File: config.mk
export PLATFORM = sky130hd
export DESIGN_NAME = simd_alu_sched
export DESIGN_NICKNAME = d
export VERILOG_FILES = /design/src/rtl/simd_alu_sched.sv
export SDC_FILE = /design/constraint.sdc
export NUM_CORES = 1
export LEC_CHECK = 0
export CAP_MARGIN = 15
export CORE_AREA = 8 8 416 418
export DETAILED_ROUTE_END_ITERATION = 12
export DIE_AREA = 0 0 424 426
export GPL_TIMING_DRIVEN = 0
export PLACE_DENSITY = 0.42
export SYNTH_ARGS = -nofsm -noshare
export SYNTH_HDL_FRONTEND = slang
export SYNTH_SLANG_ARGS = --single-unit
File: constraint.sdc
create_clock -name clk -period 35.2 [get_ports clk]
set_clock_uncertainty 0.15 [all_clocks]
set_input_delay 7.04 -clock clk [delete_from_list [all_inputs] [get_ports clk]]
set_output_delay 7.04 -clock clk [all_outputs]
set_load 0.02 [all_outputs]
File: src/rtl/simd_alu_sched.sv
// Round-robin scheduler and sequencer that shares one 4-lane SIMD ALU between two requesters.
// Screens opcodes, issues operands, captures the ALU result and returns it as a tagged response.
module simd_alu_sched #(
  parameter int         DATA_W = 128,
  parameter int         CNT_W  = 16,
  parameter logic [3:0] MAX_OP = 4'b1100
) (
  input  logic              clk,
  input  logic              reset,
  input  logic              req0_valid,
  output logic              req0_ready,
  input  logic [3:0]        req0_opcode,
  input  logic [DATA_W-1:0] req0_op1,
  input  logic [DATA_W-1:0] req0_op2,
  input  logic              req1_valid,
  output logic              req1_ready,
  input  logic [3:0]        req1_opcode,
  input  logic [DATA_W-1:0] req1_op1,
  input  logic [DATA_W-1:0] req1_op2,
  output logic [3:0]        alu_opcode,
  output logic [DATA_W-1:0] alu_operand1,
  output logic [DATA_W-1:0] alu_operand2,
  input  logic [DATA_W-1:0] alu_result,
  output logic              rsp_valid,
  input  logic              rsp_ready,
  output logic              rsp_id,
  output logic              rsp_err,
  output logic [DATA_W-1:0] rsp_result,
  output logic              busy,
  output logic [CNT_W-1:0]  done_cnt0,
  output logic [CNT_W-1:0]  done_cnt1
);

  typedef enum logic [1:0] {IDLE, EXEC, CAPT, RESP} state_t;

  state_t              state_reg, state_next;
  logic                last_grant_reg;
  logic [3:0]          alu_opcode_reg;
  logic [DATA_W-1:0]   alu_operand1_reg;
  logic [DATA_W-1:0]   alu_operand2_reg;
  logic                rsp_id_reg;
  logic                rsp_err_reg;
  logic [DATA_W-1:0]   rsp_result_reg;

  logic                gnt_id;
  logic                accept;
  logic                legal;
  logic                rsp_hs;
  logic [3:0]          sel_opcode;
  logic [DATA_W-1:0]   sel_op1;
  logic [DATA_W-1:0]   sel_op2;

  // A lone requester always wins; on contention the one not served last time wins.
  always_comb begin
    gnt_id = 1'b0;
    if (req0_valid && req1_valid) gnt_id = ~last_grant_reg;
    else if (req1_valid)          gnt_id = 1'b1;
  end

  assign accept     = (state_reg == IDLE) && (req0_valid || req1_valid);
  assign req0_ready = accept && !gnt_id;
  assign req1_ready = accept && gnt_id;
  assign sel_opcode = gnt_id ? req1_opcode : req0_opcode;
  assign sel_op1    = gnt_id ? req1_op1 : req0_op1;
  assign sel_op2    = gnt_id ? req1_op2 : req0_op2;
  assign legal      = (sel_opcode <= MAX_OP);
  assign rsp_hs     = (state_reg == RESP) && rsp_ready;

  always_ff @(posedge clk or posedge reset) begin
    if (reset) state_reg <= IDLE;
    else       state_reg <= state_next;
  end

  always_comb begin
    state_next = state_reg;
    case (state_reg)
      IDLE:    if (accept) state_next = legal ? EXEC : RESP;
      EXEC:    state_next = CAPT;
      CAPT:    state_next = RESP;
      RESP:    if (rsp_ready) state_next = IDLE;
      default: state_next = IDLE;
    endcase
  end

  // Illegal opcodes bypass the ALU entirely so its inputs stay untouched.
  always_ff @(posedge clk or posedge reset) begin
    if (reset) begin
      last_grant_reg   <= 1'b1;
      alu_opcode_reg   <= '0;
      alu_operand1_reg <= '0;
      alu_operand2_reg <= '0;
      rsp_id_reg       <= 1'b0;
      rsp_err_reg      <= 1'b0;
      rsp_result_reg   <= '0;
    end else begin
      if (accept) begin
        last_grant_reg <= gnt_id;
        rsp_id_reg     <= gnt_id;
        if (legal) begin
          alu_opcode_reg   <= sel_opcode;
          alu_operand1_reg <= sel_op1;
          alu_operand2_reg <= sel_op2;
        end else begin
          rsp_err_reg    <= 1'b1;
          rsp_result_reg <= '0;
        end
      end
      if (state_reg == CAPT) begin
        rsp_result_reg <= alu_result;
        rsp_err_reg    <= 1'b0;
      end
    end
  end

  genvar gi;
  generate
    for (gi = 0; gi < 2; gi++) begin : g_cnt
      logic [CNT_W-1:0] cnt_reg;
      always_ff @(posedge clk or posedge reset) begin
        if (reset)                               cnt_reg <= '0;
        else if (rsp_hs && rsp_id_reg == 1'(gi)) cnt_reg <= cnt_reg + CNT_W'(1);
      end
    end
  endgenerate

  assign done_cnt0    = g_cnt[0].cnt_reg;
  assign done_cnt1    = g_cnt[1].cnt_reg;
  assign alu_opcode   = alu_opcode_reg;
  assign alu_operand1 = alu_operand1_reg;
  assign alu_operand2 = alu_operand2_reg;
  assign rsp_valid    = (state_reg == RESP);
  assign rsp_id       = rsp_id_reg;
  assign rsp_err      = rsp_err_reg;
  assign rsp_result   = rsp_result_reg;
  assign busy         = (state_reg != IDLE);

endmodule

==> summary.txt, run 1 <==
Timing
  – Post-layout worst setup margin: 18.10 ns
  – RSZ-0062 raised after global routing: false
  – Setup violations, final: 0
  – Hold slack: 0.321 ns
  – Final Max Tran Viols: 0
  – Crit path time final: 17.10 ns
  – Fin crit share: 48.6%
  – Fin. Hold Viols: 0
  – Setup TNS Final: 0 ns
  – Slew HR: 35.2%
  – Worst-Margin Slew: 0.972 ns
  – Max frequency: 0.0585 GHz

Logic synthesis
  – #FFs+latches synth: 425
  – Syn_area_per_cell: 14.8 µm²
  – Instance count of the mapped netlist: 1272
  – Synthesized area: 18900 µm²
  – Syn nets: 1931
  – Top cells by area, synth: dfrtp_1, mux2_2, a22o_1
  – Cell taking the most area after synthesis: dfrtp_1
  – Seq/Total Area, Yosys: 56.4%
  – Area share of the largest cell type after synthesis: 56.3%
  – Unique cell type count in the Yosys netlist: 36
  – Syn. warnings: 0

Floorplanning
  – Die width: 424 µm
  – Area of the core: 166000 µm²
  – Top Ports: 1079
  – Total die area: 181000 µm²
  – Initial Utilization: 11.3%
  – Die H: 426 µm
  – Row Count: 150

Detailed routing
  – Routed WL: 114000 µm
  – Drt pass-1 iters: 4
  – Avg WL per Cell: 24.4 µm
  – DR vias: 15400
  – # DRC: 0
  – Iter 0 DRT Violations: 522
  – Routed Antenna Nets: 0
  – Via-to-Cell Ratio: 3.29

Min path
  – HP Class: reg2reg

Final layout
  – Final Core Density: 20.7%
  – Footprint of the multi-input gates: 7730 µm²
  – Nets: 3069
  – Sequential cell area: 10600 µm²
  – Share of layout cells above drive strength 1: 27.1%
  – Fin cells: 4667
  – Filler cells: 18000
  – Area growth syn-to-layout: 82.2%

Place
  – Placed Cells incl. Taps: 4558
  – Gp weighted congestion: 0.861
  – Final HPWL DP: 95200 µm
  – # port buffers: 1078
  – Pre-CTS setup slack: 17.93 ns

Clock tree
  – Depth of the CTS H-tree: 2
  – Clock buffer count from CTS: 54
  – Setup Buffers After CTS: 0
  – Root Buffer: clkbuf_16
  – Clock slew at reported path FFs: 0.05 ns
  – Clk sinks: 425
  – Clk_lat worst skew: 0.65 ns
  – CTS tree: yes
  – Max Root-Sink Buffers: 3
  – Cts hold-fix bufs: 0
  – # resized after CTS: 0

Worst setup path
  – Crit-path max cell delay: 0.67 ns
  – Critical setup path kind: in2out
  – Worst Path Required: 28.01 ns
  – Crit. End Element: output pin
  – Startpoint type of the worst setup path: input pin
  – Worst Path Max Fanout: 10
  – CP most frequent cell: buf_2
  – CP max stage cell: clkdlybuf4s50_1
  – Flop-to-flop setup slack: 32.19 ns
  – Critical path, cell by cell: clkdlybuf4s50_1, a21boi_2, buf_2, buf_2, buf_2, and2_1, clkdlybuf4s50_1
  – CP Data Arrival Time: 9.91 ns

Global route
  – GR Util All Layers: 11.8%
  – Pin count of the biggest net entering global routing: 113
  – Total grt overflow: 0
  – Global-route wire length before repair: 150000 µm
  – Number of global-route vias before repair: 17100
  – Initial antenna violation count: 29

Run
  – Max-cap violations: 0

Power
  – Static leakage: 13.4 nW
  – Worst vdd rail ir drop: 0.0459 mV
  – Power per cell area: 86.0 nW/µm²

Outcome
  – Outcome: finished, final reports clean
==> cell usage after synthesis (all sizes together) <==
cell type  instances
a21o               2
xnor2             24
mux2             520
a21boi             1
mux2i              2
a2bb2oi            1
and3               6
a21oi              3
or2                1
nor2               7
buf               62
and4               6
o211ai             2
dfstp              1
nand3             10
nor3               2
ha                 6
o21ai              4
inv                6
nand4              6
and2               3
dfrtp            424
clkbuf            26
a22o             128
nand2             10
xor2               6
nor2b              1
o22ai              1
and3b              1
==> worst max-delay path: cells and delay by family <==
kind | cells | cell delay, ns
buffers and inverters | 5 | 2.38
and+or+nand+nor | 1 | 0.24
AOI/OAI and AO/OA | 1 | 0.21
==> per-stage QoR <==
step	cell area, µm²	power (mW)
final	34400	2.95
after CTS	34300	3.04
after detailed placement	32500	2.43
after floorplan	18900	1.58
after global routing	34300	3.12
after global placement	32400	2.43
==> final timing paths <==
kind                       cells past startpoint                 startpoint                       endpoint
setup / recovery                               7                 req1_valid                     req1_ready
hold / removal                                 1  done_cnt1[15]$_DFFE_PP0P_      done_cnt1[15]$_DFFE_PP0P_
setup reg to reg                               7   state_reg[0]$_DFFE_PP0P_   alu_operand2[20]$_DFFE_PP0P_
hold reg to reg                                1  done_cnt1[15]$_DFFE_PP0P_      done_cnt1[15]$_DFFE_PP0P_
max in group asynchronous                      4                      reset  alu_operand1[120]$_DFFE_PP0P_
min in group asynchronous                      2                      reset   alu_operand2[23]$_DFFE_PP0P_
==> metal layers <==
layer	part of all wire [%]	routed length, µm	GRT usage, %
met1	35	39300	12.2
met2	54	61000	22.1
met3	8.0	9150	4.16
met4	3.7	4260	4.35
met5	0.050	57	0
==> kinds of logic after synthesis <==
logic type	share of synthesized area, %
DFF	56.4
AOI/OAI and AO/OA	6.43
adders and majority gates	0.398
buffers and inverters	2.58
xor gates and xnor gates	1.39
and+or+nand+nor	1.59
muxes	31.2
==> power breakdown <==
part           internal (mW)  total (mW)  switching, mW
sequential             0.722       0.870          0.148
combinational          0.747        1.51          0.761
clock                  0.334       0.577          0.243
total                   1.80        2.95           1.15
==> cell type report <==
| class | instances | share of cell area, % |
|---|---|---|
| Clock inverter | 16 | 0.626 |
| Buffer | 88 | 1.35 |
| Antenna cell | 13 | 0.0947 |
| Clock buffer | 80 | 4.63 |
| Tap cell | 2204 | 8.03 |
| Timing Repair Buffer | 1082 | 31.7 |
| Sequential cell | 425 | 31.0 |
| Inverter | 6 | 0.0874 |
| Multi-Input combinational cell | 753 | 22.5 |
==> layout by cell type (no fill, tap or decap), drive strengths merged, types with 2 or more instances in the layout <==
cell	instances
a22o	128
buf	66
and3	6
a21oi	3
o21ai	4
ha	6
diode	13
clkbuf	106
bufinv	3
nand4	6
o211ai	2
mux2	520
nor2	7
nor3	2
dfrtp	424
and2	3
clkinv	12
and4	6
nand3	10
inv	6
xnor2	24
clkdlybuf4s50	1078
a21o	2
mux2i	2
xor2	6
nand2	10
No activity file was read; power rests on OpenSTA's default activity.
==> run 2: changes to the inputs <==
- clock period: 35.2 -> 16.89 ns (I/O delays scaled with it)
==> results of run 2 <==
The final DEF is identical to that of run 1. Status: finished, final reports clean.
Main changes from that run: setup slack after placement 17.93 ns -> 6.94 ns; setup slack after layout 18.10 ns -> 7.12 ns; register-to-register setup slack 32.19 ns -> 13.88 ns; total power 2.95 mW -> 6.16 mW; worst IR drop on VDD 0.0459 mV -> 0.0957 mV
==> run 3: changes to the inputs <==
- clock period: 16.89 -> 9.78 ns (I/O delays scaled with it)
==> summary.txt, run 3 (synthesized netlist as in run 1, its figures left out) <==
Outcome
  – Outcome: finished, final reports clean (unchanged)

Global route
  – Initial antenna violation count: 33 (was 29)
  – GR Util All Layers: 12.0% (was 11.8%)
  – Global-route wire length before repair: 151000 µm (was 150000 µm)
  – Number of global-route vias before repair: 17000 (was 17100)
  – Total grt overflow: 0 (unchanged)
  – Pin count of the biggest net entering global routing: 39 (was 113)

Final layout
  – Nets: 3080 (was 3069)
  – Filler cells: 18000 (about the same)
  – Area growth syn-to-layout: 83.9% (was 82.2%)
  – Commonest non-fill, non-tap cells in the layout: clkdlybuf4s50_1, mux2_2, dfrtp_1, a22o_1, clkbuf_16 (unchanged)
  – Sequential cell area: 10600 µm² (unchanged)
  – Final instance area: 34700 µm² (was 34400 µm²)
  – Share of layout cells above drive strength 1: 27.5% (was 27.1%)
  – Most common cell after layout, fill and taps aside: clkdlybuf4s50_1 (unchanged)
  – Footprint of the multi-input gates: 7730 µm² (unchanged)

Timing
  – Final Max Tran Viols: 0 (unchanged)
  – Setup violations, final: 0 (unchanged)
  – Worst-Margin Slew: 0.861 ns (was 0.972 ns)
  – Max frequency: 0.145 GHz
  – Fin. Hold Viols: 0 (unchanged)
  – Post-layout worst setup margin: 2.87 ns (was 7.12 ns)
  – RSZ-0062 raised after global routing: false (unchanged)
  – Crit path time final: 6.91 ns
  – Fin crit share: 70.6%
  – Slew HR: 42.5% (was 35.2%)

Clock tree
  – Clock buffer count from CTS: 56 (was 54)
  – Root Buffer: clkbuf_16 (unchanged)
  – Setup Buffers After CTS: 0 (unchanged)
  – Max Root-Sink Buffers: 3 (unchanged)
  – Clock slew at reported path FFs: 0.06 ns (was 0.05 ns)
  – Clk_lat worst skew: 0.66 ns (was 0.65 ns)
  – Depth of the CTS H-tree: 2 (unchanged)
  – Clk sinks: 425 (unchanged)
  – CTS tree: yes (unchanged)
  – Cts hold-fix bufs: 0 (unchanged)
  – # resized after CTS: 0 (unchanged)

Worst setup path
  – Crit. End Element: output pin (unchanged)
  – Cell family with most CP delay: buffers and inverters (unchanged)
  – CP most frequent cell: buf_2 (unchanged)
  – Startpoint type of the worst setup path: input pin (unchanged)
  – Critical path, cell by cell: clkdlybuf4s50_1, a21boi_2, buf_2, buf_2, buf_2, and2_1, clkdlybuf4s50_1 (unchanged)
  – CP max stage cell: clkdlybuf4s50_1 (unchanged)
  – Worst Path Required: 7.67 ns (was 13.36 ns)
  – Worst Path Max Fanout: 10 (unchanged)
  – Crit-path max cell delay: 0.70 ns (was 0.67 ns)
  – CP Data Arrival Time: 4.80 ns (was 6.25 ns)
  – Critical setup path kind: in2out (unchanged)
  – Buf/Inv on CP: 5 (unchanged)

Floorplanning
  – Top Ports: 1079 (unchanged)
  – Row Count: 150 (unchanged)
  – Initial Utilization: 11.3% (unchanged)
  – Die H: 426 µm (unchanged)
  – Die width: 424 µm (unchanged)
  – Area of the core: 166000 µm² (unchanged)
  – Total die area: 181000 µm² (unchanged)

Detailed routing
  – Routed WL: 114000 µm (about the same)
  – # DRC: 0 (unchanged)
  – Routed Antenna Nets: 0 (unchanged)
  – Iter 0 DRT Violations: 576 (was 522)
  – Drt pass-1 iters: 4 (unchanged)
  – Avg WL per Cell: 24.4 µm (about the same)
  – Via-to-Cell Ratio: 3.29 (about the same)
  – DR vias: 15400 (about the same)

Power
  – Static leakage: 13.6 nW (was 13.4 nW)
  – Power per cell area: 311 nW/µm² (was 179 nW/µm²)
  – Worst vdd rail ir drop: 0.156 mV (was 0.0957 mV)

Place
  – # port buffers: 1078 (unchanged)
  – Final HPWL DP: 96400 µm (was 95200 µm)
  – Pre-CTS setup slack: 2.66 ns (was 6.94 ns)
  – Gp weighted congestion: 0.862 (was 0.861)
  – Placed inst area: 32700 µm² (was 32500 µm²)

Run
  – Max-cap violations: 0 (unchanged)

Min path
  – HP Class: reg2reg (unchanged)
run 3: cell count changes in the layout (fill, tap and decap cells not counted), sizes merged:
| cell | delta |
|---|---|
| clkbuf | +4 |
| buf | +9 |
| clkinvlp | +1 |
| bufinv | +3 |
| diode | -2 |
| clkinv | -3 |
run 3: area by class of cell:
cell class	instances	area share, %
well taps	2204	7.96
multi-input cells	753	22.3
flip-flops and latches	425	30.7
plain buffers	88	1.34
diodes	11	0.0794
repair buffers	1091	31.9
clock inverters	17	0.874
clock buffers	84	4.81
inverters	6	0.0758
run 3: worst reg2reg max path: stages (launching register included):
cell	delay [ns]
dfrtp_1	0.37
inv_1	0.12
ha_1	0.22
o21ai_0	0.24
nor2_4	0.52
buf_4	0.35
buf_2	0.40
mux2_2	0.40
run 3: worst paths after layout:
kind	start	endpoint	slack, ns	depth (start not counted)
min	done_cnt1[15]$_DFFE_PP0P_	done_cnt1[15]$_DFFE_PP0P_	0.32	1
max	req1_valid	req1_ready	2.87	7
min in group asynchronous	reset	alu_operand2[42]$_DFFE_PP0P_	1.67	2
max in group asynchronous	reset	done_cnt0[6]$_DFFE_PP0P_	6.02	7
max reg2reg	state_reg[0]$_DFFE_PP0P_	alu_operand2[9]$_DFFE_PP0P_	6.85	7
min reg2reg	done_cnt1[15]$_DFFE_PP0P_	done_cnt1[15]$_DFFE_PP0P_	0.32	1
run 3: metal layers:
| layer | wire length (µm) | track usage (%) | share of wire (%) |
|---|---|---|---|
| met4 | 2900 | 3.03 | 2.5 |
| met5 | 47 | 0 | 0.041 |
| met3 | 9270 | 4.38 | 8.1 |
| met1 | 41700 | 12.9 | 36 |
| met2 | 60400 | 22.1 | 53 |
run 3: through the flow:
stage,std cells,power (mW),utilization [%],TNS (ns),hold WS [ns]
after CTS,4668,11.1,20.8,0,0.329
after floorplan,1272,5.68,-,0,0.351
after global routing,4673,11.4,20.8,0,0.349
after global placement,4554,8.73,19.5,-945.27,0.317
final,4679,10.8,20.8,0,0.321
after detailed placement,4567,8.73,19.6,0,0.320
run 3: power breakdown:
part / switching, mW / internal [mW]
Combinational: 2.77 / 2.69
Sequential: 0.502 / 2.60
Clock: 0.876 / 1.33
Total: 4.15 / 6.63
